[src/rtl/mem_arb_pkg.sv]
// Shared types and constants for the unified-memory arbiter.
// State encoding is fixed at 2 bits; grant owner is a single bit.
package mem_arb_pkg;

  typedef enum logic [1:0] {
    IDLE    = 2'b00,
    IF_WAIT = 2'b01,
    DM_WAIT = 2'b10,
    ERR_RSP = 2'b11
  } arb_state_t;

  localparam logic GNT_IF = 1'b0;
  localparam logic GNT_DM = 1'b1;

  // Halfword accesses must be even; the address LSB flags a misaligned access.
  function automatic logic is_misaligned(input logic addr_lsb);
    return addr_lsb;
  endfunction

endpackage

[src/rtl/mem_arbiter.sv]
// mem_arbiter: shares one single-ported memory between the fetch stage
// (read-only) and the memory stage (load/store). One transaction at a time,
// data side has fixed priority, issued address/data/wr are latched so the
// requesters may change their inputs mid-transaction.
// Optional feature: define MEM_ARB_ALIGN_CHK_EN to reject odd addresses with
// a one-cycle error response (no memory access is issued).
module mem_arbiter #(
  parameter int ADDR_W = 16,
  parameter int DATA_W = 16
) (
  input  logic              clk,
  input  logic              rst,
  input  logic              if_req,
  input  logic [ADDR_W-1:0] if_addr,
  output logic [DATA_W-1:0] if_rdata,
  output logic              if_done,
  output logic              if_stall,
  input  logic              dm_req,
  input  logic              dm_wr,
  input  logic [ADDR_W-1:0] dm_addr,
  input  logic [DATA_W-1:0] dm_wdata,
  output logic [DATA_W-1:0] dm_rdata,
  output logic              dm_done,
  output logic              dm_stall,
  output logic              mem_en,
  output logic              mem_wr,
  output logic [ADDR_W-1:0] mem_addr,
  output logic [DATA_W-1:0] mem_wdata,
  input  logic [DATA_W-1:0] mem_rdata,
  input  logic              mem_done,
  output logic              err
);

  import mem_arb_pkg::*;

  arb_state_t        state;
  arb_state_t        state_nxt;

  logic              gnt_valid;
  logic              gnt_owner;
  logic              gnt_err;
  logic              gnt_wr;
  logic [ADDR_W-1:0] gnt_addr;
  logic [DATA_W-1:0] gnt_wdata;

`ifdef MEM_ARB_ALIGN_CHK_EN
  // Remembers who gets the error response, since no WAIT state encodes it.
  logic              err_owner;
`endif

  // Grant selection: only IDLE grants; data request wins over fetch.
  always_comb begin
    gnt_valid = 1'b0;
    gnt_owner = GNT_IF;
    gnt_addr  = if_addr;
    gnt_wr    = 1'b0;
    gnt_wdata = mem_wdata;
    if (state == IDLE) begin
      if (dm_req) begin
        gnt_valid = 1'b1;
        gnt_owner = GNT_DM;
        gnt_addr  = dm_addr;
        gnt_wr    = dm_wr;
        gnt_wdata = dm_wdata;
      end else if (if_req) begin
        gnt_valid = 1'b1;
      end else begin
        gnt_valid = 1'b0;
      end
    end else begin
      gnt_valid = 1'b0;
    end
  end

`ifdef MEM_ARB_ALIGN_CHK_EN
  assign gnt_err = gnt_valid & is_misaligned(gnt_addr[0]);
`else
  assign gnt_err = 1'b0;
`endif

  // Next-state logic: one transaction per visit, always back through IDLE.
  always_comb begin
    state_nxt = state;
    case (state)
      IDLE: begin
        if (gnt_valid) begin
          if (gnt_err) begin
            state_nxt = ERR_RSP;
          end else if (gnt_owner == GNT_DM) begin
            state_nxt = DM_WAIT;
          end else begin
            state_nxt = IF_WAIT;
          end
        end else begin
          state_nxt = IDLE;
        end
      end
      IF_WAIT, DM_WAIT: begin
        if (mem_done) begin
          state_nxt = IDLE;
        end else begin
          state_nxt = state;
        end
      end
      ERR_RSP: state_nxt = IDLE;
      default: state_nxt = IDLE;
    endcase
  end

  // State register; reset aborts any transaction in flight.
  always_ff @(posedge clk or posedge rst) begin
    if (rst) begin
      state <= IDLE;
    end else begin
      state <= state_nxt;
    end
  end

  // Issue registers: strobe for one cycle, address/data/wr held until the next grant.
  always_ff @(posedge clk or posedge rst) begin
    if (rst) begin
      mem_en    <= 1'b0;
      mem_wr    <= 1'b0;
      mem_addr  <= '0;
      mem_wdata <= '0;
    end else begin
      mem_en <= gnt_valid & ~gnt_err;
      if (gnt_valid & ~gnt_err) begin
        mem_wr    <= gnt_wr;
        mem_addr  <= gnt_addr;
        mem_wdata <= gnt_wdata;
      end
    end
  end

`ifdef MEM_ARB_ALIGN_CHK_EN
  // Capture the owner of a rejected access for the error response cycle.
  always_ff @(posedge clk or posedge rst) begin
    if (rst) begin
      err_owner <= GNT_IF;
    end else if (gnt_valid) begin
      err_owner <= gnt_owner;
    end
  end
`endif

  // Completion outputs follow mem_done combinationally so done lands in the same cycle.
  always_comb begin
    if_done  = 1'b0;
    dm_done  = 1'b0;
    if_rdata = '0;
    dm_rdata = '0;
    err      = 1'b0;
    case (state)
      IF_WAIT: begin
        if (mem_done) begin
          if_done  = 1'b1;
          if_rdata = mem_rdata;
        end else begin
          if_done  = 1'b0;
        end
      end
      DM_WAIT: begin
        if (mem_done) begin
          dm_done  = 1'b1;
          dm_rdata = mem_rdata;
        end else begin
          dm_done  = 1'b0;
        end
      end
      ERR_RSP: begin
`ifdef MEM_ARB_ALIGN_CHK_EN
        err = 1'b1;
        if (err_owner == GNT_DM) begin
          dm_done = 1'b1;
        end else begin
          if_done = 1'b1;
        end
`else
        err = 1'b0;
`endif
      end
      default: err = 1'b0;
    endcase
  end

  assign if_stall = if_req & ~if_done;
  assign dm_stall = dm_req & ~dm_done;

endmodule

[config.mk]
export PLATFORM = sky130hd
export DESIGN_NAME = mem_arbiter
export DESIGN_NICKNAME = d
export VERILOG_FILES = /design/src/rtl/mem_arb_pkg.sv /design/src/rtl/mem_arbiter.sv
export SDC_FILE = /design/constraint.sdc
export NUM_CORES = 1
export LEC_CHECK = 0
export BUFFER_PORTS_ARGS = -buffer_cell sky130_fd_sc_hd__buf_2
export CAP_MARGIN = 20
export CORE_MARGIN = 2
export CORE_UTILIZATION = 35
export CTS_CLUSTER_SIZE = 40
export DETAILED_ROUTE_END_ITERATION = 10
export PLACE_DENSITY = 0.8
export RECOVER_POWER = 25
export SYNTH_ARGS = -nofsm -noshare
export SYNTH_HDL_FRONTEND = slang
export SYNTH_SLANG_ARGS = --single-unit
[constraint.sdc]
create_clock -name clk -period 1.5 [get_ports clk]
set_input_delay 0.15 -clock clk [delete_from_list [all_inputs] [get_ports clk]]
set_output_delay 0.15 -clock clk [all_outputs]
set_load 0.01 [all_outputs]
==> results of run 1 <==
==> routing by layer <==
layer / vias to the layer above / part of all wire / track usage / wire, microns
met5: - / 0 / 0 / 0
met4: 0 / 0.026 / 0.0672 / 157
met1: 905 / 0.37 / 0.203 / 2270
met2: 98 / 0.51 / 0.347 / 3140
met3: 15 / 0.092 / 0.0523 / 565
li1: 912 / - / - / -
==> path summary, 6_finish.rpt <==
path                       cells after the start             to  slack [ns]
min                                            2  mem_wdata[10]         0.1
min in group asynchronous                      4         mem_en        0.70
max reg2reg                                    5       state[1]        0.04
min reg2reg                                    1   mem_wdata[0]        0.51
max                                            5    if_rdata[6]       -0.05
max in group asynchronous                      4       state[1]        0.18
==> layout make-up <==
cell class	count	area [sq um]
multi-input combinational	119	1070
inverter	5	21.3
sequential	36	902
timing repair buffer	152	905
clock buffer	6	72.6
fill	491	2370
clock inverter	2	35.0
tap	72	90.1
==> power groups by stage <==
| stage | Clock, W | Combinational [W] | Sequential (W) |
|---|---|---|---|
| 2_1_floorplan | 0 | 0.00128 | 0.00194 |
| 3_3_place_gp | 0 | 0.00237 | 0.00171 |
| 3_5_place_dp | 0 | 0.00242 | 0.00173 |
| 4_1_cts | 0.000861 | 0.00256 | 0.00173 |
| 5_1_grt | 0.000908 | 0.00287 | 0.00180 |
| 6_report | 0.000826 | 0.00265 | 0.00173 |
==> registers in the layout, indices dropped and copies added, names as in the netlist <==
name and flops:
mem_en 1, mem_wr 1, mem_addr 16, mem_wdata 16
state 2
==> cell usage in the layout, fill, tap and decap left out, types with 2 or more instances in the layout <==
cell        n
and3_1     21
and3_4     11
buf_12      2
buf_2     127
buf_4       6
buf_6      15
clkbuf_8    5
dfrtp_1    35
ha_4        2
inv_1       3
mux2_2      3
mux2_4     13
nand2_1     2
nand2b_4    2
nor2_1     30
nor2b_1     2
o22ai_1     4
o32ai_1     3
o32ai_2    13
==> what timing repair did <==
item	CTS	global route
gates resized for setup	24	21
pin swaps	3	2
endpoints found under the setup margin	41	70
endpoints found under the hold margin	36	0
gates cloned	1	0
hold buffers	1	0
buffers inserted	5	1
==> metrics by stage <==
step	utilization	setup slack (ns)
after global placement	0.499	0.0634
final	0.566	-0.0541
after floorplan	-	0.0719
after global routing	0.566	-0.125
after CTS	0.545	-0.0562
after detailed placement	0.499	-0.0127
==> logic make-up (layout without fill, tap and decap cells) <==
logic type      after synthesis  after routing  share of synthesized area
fa+ha+maj                     4              4                     0.0255
buf+inv                      19            165                     0.0650
compound gates               24             24                      0.136
mux                          16             16                      0.117
simple gates                 73             74                      0.196
other cells                   1              1                    0.00191
flops                        36             36                      0.459
==> run_results.csv, run 1 <==
group,metric,value,unit
power_and_ir_drop,power_frac_seq,0.333,
clock_tree,htreeDepth,2,
min_path,hold_class,"in -> reg",
synth,synthTopCellsByArea,"dfrtp_1 46%, and3_1 10%, mux2_4 9.9%",
timing,slew_viol_final,0,
placement,place_inst,377,
routing,vias,1930,
outcome,status,"finished, violations left",
placement,port_buffers,139,
power_and_ir_drop,p_clk_frac,0.159,
timing,period_share,1.04,
synth,synthTopCellsByCount,"36 x dfrtp_1, 32 x and3_1, 30 x nor2_1, 13 x mux2_4, 9 x o32ai_2",
global_route,grt_pass1_wl,9080,microns
timing,relSlewSlack,0.399,
clock_tree,clkLatencyLatePin,0.28,ns
routing,drt_wl_total,6130,microns
clock_tree,clk_pin_slew,0.07,ns
routing,dr.pass1.iters,4,
synth,avgSynthCellArea,11.4,sq um
setup_path,crit_path_max_incr_delay,0.41,ns
finish,drive_above_1_share,0.663,
synth,syn_area,1960,sq um
synth,yosysTopAreaCell,"dfrtp_1",
timing,worst_pin_slew,0.902,ns
setup_path,cp-startpoint,"state[0]",
finish,area_growth,57.8,%
synth,yosysTopAreaCellShare,0.459,
finish,fin_cells,392,
global_route,grt_pass1_vias,1840,
power_and_ir_drop,max-vdd-ir-drop,1120,uV
placement,dp_hpwl,4310,microns
synth,ys_ff_latch,36,
routing,viasPerCell,4.92,
finish,design_area,3100,sq um
power_and_ir_drop,internal_power,0.00330,W
routing,first_iter_violations,72,
setup_path,crit_chain,"buf_6, ha_4, buf_6, and3_1, buf_2",
synth,synth.most_common_cell,"dfrtp_1",
setup_path,cp_max_fo,8,
setup_path,required,1.35,ns
setup_path,endpoint_kind,"output pin",
timing,setup_viol,16,
power_and_ir_drop,p_total,0.00521,W
synth,syn_nets,247,
timing,timing_hold_violations_final,0,
timing,holdWs,0.0967,ns
clock_tree,cts_root_buf,"clkbuf_8",
synth,postSynthCellCount,173,
global_route,grt_start_max_net_pins,37,
timing,rsz0062_at_grt,"true",
die,die_h,78.9,microns
die,core_area,5470,sq um
timing,finalClockSkew,0.00211,ns
synth,async_reset_ff_frac,1.00,
finish,fin_nets,393,
timing,setup_ws,-0.0541,ns
setup_path,critPathArrivalTime,1.40,ns
setup_path,cp_top_family,"flip-flops",
power_and_ir_drop,combinationalPowerShare,0.508,
timing,fin_crit,1.55,ns
timing,fin_tns_setup,-0.686,ns
clock_tree,cts_inserted_buffers,5,
finish,antenna_cells,0,
outcome,violations,"negative setup slack",
die,die_w,78.9,microns
die,start_util,0.359,
routing,wl_per_cell,15.6,microns
routing,drc,0,
setup_path,slowest_stage,"dfrtp_1",
die,rows,27,
setup_path,path_common_cell,"buf_6",
power_and_ir_drop,power_density,1680,nW/um^2
die,die_area,6230,sq um
routing,ant_nets,0,
setup_path,worstSetupStartpointType,"register",
setup_path,criticalPathCategory,"reg -> out",
synth,synth_enable_flop_cells,0,
power_and_ir_drop,p_leak,1.65,nW
placement,placed_area,2730,sq um
setup_path,crit_buf_inv,3,
die,io_pins,141,
clock_tree,ctsLongestPathBuffers,2,
min_path,min_from,"dm_wdata[10]",
setup_path,r2r_start,"state[1]",
global_route,antenna_found_initial,0,
synth,synthFlopType,"dfrtp_1",
timing,max_freq,643,MHz
power_and_ir_drop,p_sw,0.00191,W
synth,synth_seq_area_share,0.459,
placement,place.gp.congestion,0.801,
run,cap_viol_max_count,0,
synth,yosysUniqueCellTypes,25,
global_route,grt_overflow,0,
synth,ys_warn_count,0,
global_route,track_usage,0.187,
clock_tree,tritoncts,"done",
power_and_ir_drop,swShare,0.366,
clock_tree,cts_sinks,36,
Note: power is estimated with default switching activity, not from simulation.
==> run 2, diff against run 1 <==
- CORE_ASPECT_RATIO: not set -> 0.75
- CORE_UTILIZATION: 35 -> 37
- PLACE_DENSITY: 0.8 -> 0.84
- SETUP_SLACK_MARGIN: not set -> 0.15
==> run_results.csv, run 2 (same netlist as run 1, synthesis figures left out) <==
group,metric,value,unit
outcome,status,"finished, violations left",
outcome,violations,"negative setup slack",
power_and_ir_drop,power_density,1740,nW/um^2
finish,fin_cells,398,
clock_tree,cts_root_buf,"clkbuf_8",
timing,period_share,1.07,
clock_tree,htreeDepth,2,
routing,first_iter_violations,95,
timing,fin_crit,1.61,ns
finish,multi_input_area,1300,sq um
timing,rsz0062_at_grt,"true",
power_and_ir_drop,p_leak,1.70,nW
clock_tree,tritoncts,"done",
timing,setup_viol,52,
clock_tree,clk_pin_slew,0.07,ns
routing,drt_wl_total,7140,microns
clock_tree,clkLatencyLatePin,0.28,ns
finish,fin_nets,400,
routing,viasPerCell,5.18,
routing,drc,0,
setup_path,required,1.35,ns
setup_path,endpoint_kind,"output pin",
timing,holdWs,0.0966,ns
die,rows,22,
global_route,track_usage,0.210,
run,cap_viol_max_count,0,
global_route,grt_pass1_vias,1926,
clock_tree,ctsLongestPathBuffers,2,
power_and_ir_drop,p_total,0.00582,W
setup_path,rrSetupSlack,-0.09,ns
die,die_w,88.1,microns
setup_path,worstSetupStartpointType,"register",
timing,setup_ws,-0.111,ns
timing,timing_hold_violations_final,0,
clock_tree,cts_inserted_buffers,5,
routing,wl_per_cell,17.9,microns
finish,biggestRegsByFlops,"mem_addr (16), mem_wdata (16), state (2)",
finish,final_cell_mix,"122 x buf_2, 36 x dfrtp_1, 26 x nor2_1",
die,die_h,67.1,microns
global_route,grt_overflow,0,
finish,antenna_cells,0,
timing,slew_viol_final,0,
timing,worst_pin_slew,0.774,ns
finish,area_growth,70.4,%
setup_path,critPathArrivalTime,1.46,ns
global_route,grt_pass1_wl,9400,microns
timing,max_freq,621,MHz
die,io_pins,141,
power_and_ir_drop,max-vdd-ir-drop,939,uV
die,core_area,5010,sq um
setup_path,cp_max_fo,8,
finish,register_area,901,sq um
global_route,grt_start_max_net_pins,36,
setup_path,crit_chain,"inv_2, ha_4, buf_6, and3_4, buf_6",
finish,final_util,0.668,
placement,place.gp.congestion,0.844,
setup_path,path_common_cell,"buf_6",
finish,drive_above_1_share,0.696,
min_path,hold_class,"in -> reg",
global_route,antenna_found_initial,0,
placement,port_buffers,139,
setup_path,criticalPathCategory,"reg -> out",
clock_tree,cts_sinks,36,
finish,fillers,405,
routing,ant_nets,0,
routing,dr.pass1.iters,4,
routing,vias,2062,
setup_path,slowest_stage,"dfrtp_1",
die,start_util,0.392,
die,die_area,5910,sq um
placement,place_inst,372,
timing,relSlewSlack,0.484,
placement,dp_hpwl,4000,microns
finish,final_common_cell,"buf_2",
setup_path,crit_path_max_incr_delay,0.44,ns
timing,finalClockSkew,0.0105,ns
-- run 2: cell count changes in the layout (fill, tap and decap cells not counted), moves of 3 or more --
cell      previous run  this run
buf_6               15        22
buf_2              127       122
nand2_8              0         5
nor2_1              30        26
nor2_2               0         4
o22ai_1              4         0
buf_4                6         3
clkbuf_1             1         4
mux2_2               3         0
mux2_4              13        16
-- run 2: path summary, 6_finish.rpt --
kind / cells past startpoint / from / to
setup reg to reg: 6 / state[0] / mem_wdata[14]
hold reg to reg: 1 / mem_wdata[5] / mem_wdata[5]
min in group asynchronous: 3 / rst / mem_en
max in group asynchronous: 4 / rst / mem_wdata[13]
setup / recovery: 5 / state[0] / dm_rdata[13]
hold / removal: 2 / dm_wdata[9] / mem_wdata[9]
-- run 2: stage by stage --
step	TNS, ns	setup WS (ns)	instance area (sq um)
after floorplan	0	0.152	1990
after global placement	0	0.0998	2690
after detailed placement	0	0.0539	2690
after CTS	-1.48	-0.0707	3180
after global routing	-6.20	-0.166	3350
final	-2.72	-0.111	3350
-- run 2: worst max-delay path: cells and delay by family (launching register included) --
kind	cells	cell delay (ns)
DFF	1	0.44
buffers and inverters	3	0.36
adders and majority gates	1	0.19
and+or+nand+nor	1	0.19
-- run 2: what timing repair did --
item / 4_1_cts / 5_1_grt
setup endpoints to repair: 62 / 71
setup buffers: 9 / 2
hold buffers: 1 / 0
gates resized for setup: 48 / 31
hold endpoints to repair: 8 / 0
pin swaps: 12 / 12
cloned: 6 / 1
-- run 2: layer usage --
metal | share of wire | track usage | vias up
met1 | 0.41 | 0.283 | 1037
met4 | 0.0071 | 0.0511 | 0
met5 | 0 | 0 | -
li1 | - | - | 934
met3 | 0.062 | 0.0372 | 6
met2 | 0.52 | 0.354 | 85
-- run 2: final cells by class --
| class | instances | share of cell area |
|---|---|---|
| sequential | 36 | 0.269 |
| inverter | 5 | 0.00561 |
| timing repair buffer | 154 | 0.286 |
| tap | 72 | 0.0269 |
| clock inverter | 1 | 0.00150 |
| multi-input combinational | 124 | 0.389 |
| clock buffer | 6 | 0.0217 |
-- run 2: report_power, final --
part	switching, W	internal [W]	leakage, nW
combinational	0.00167	0.00172	1.25
sequential	0.000333	0.00145	0.414
clock	0.000329	0.000316	0.0410
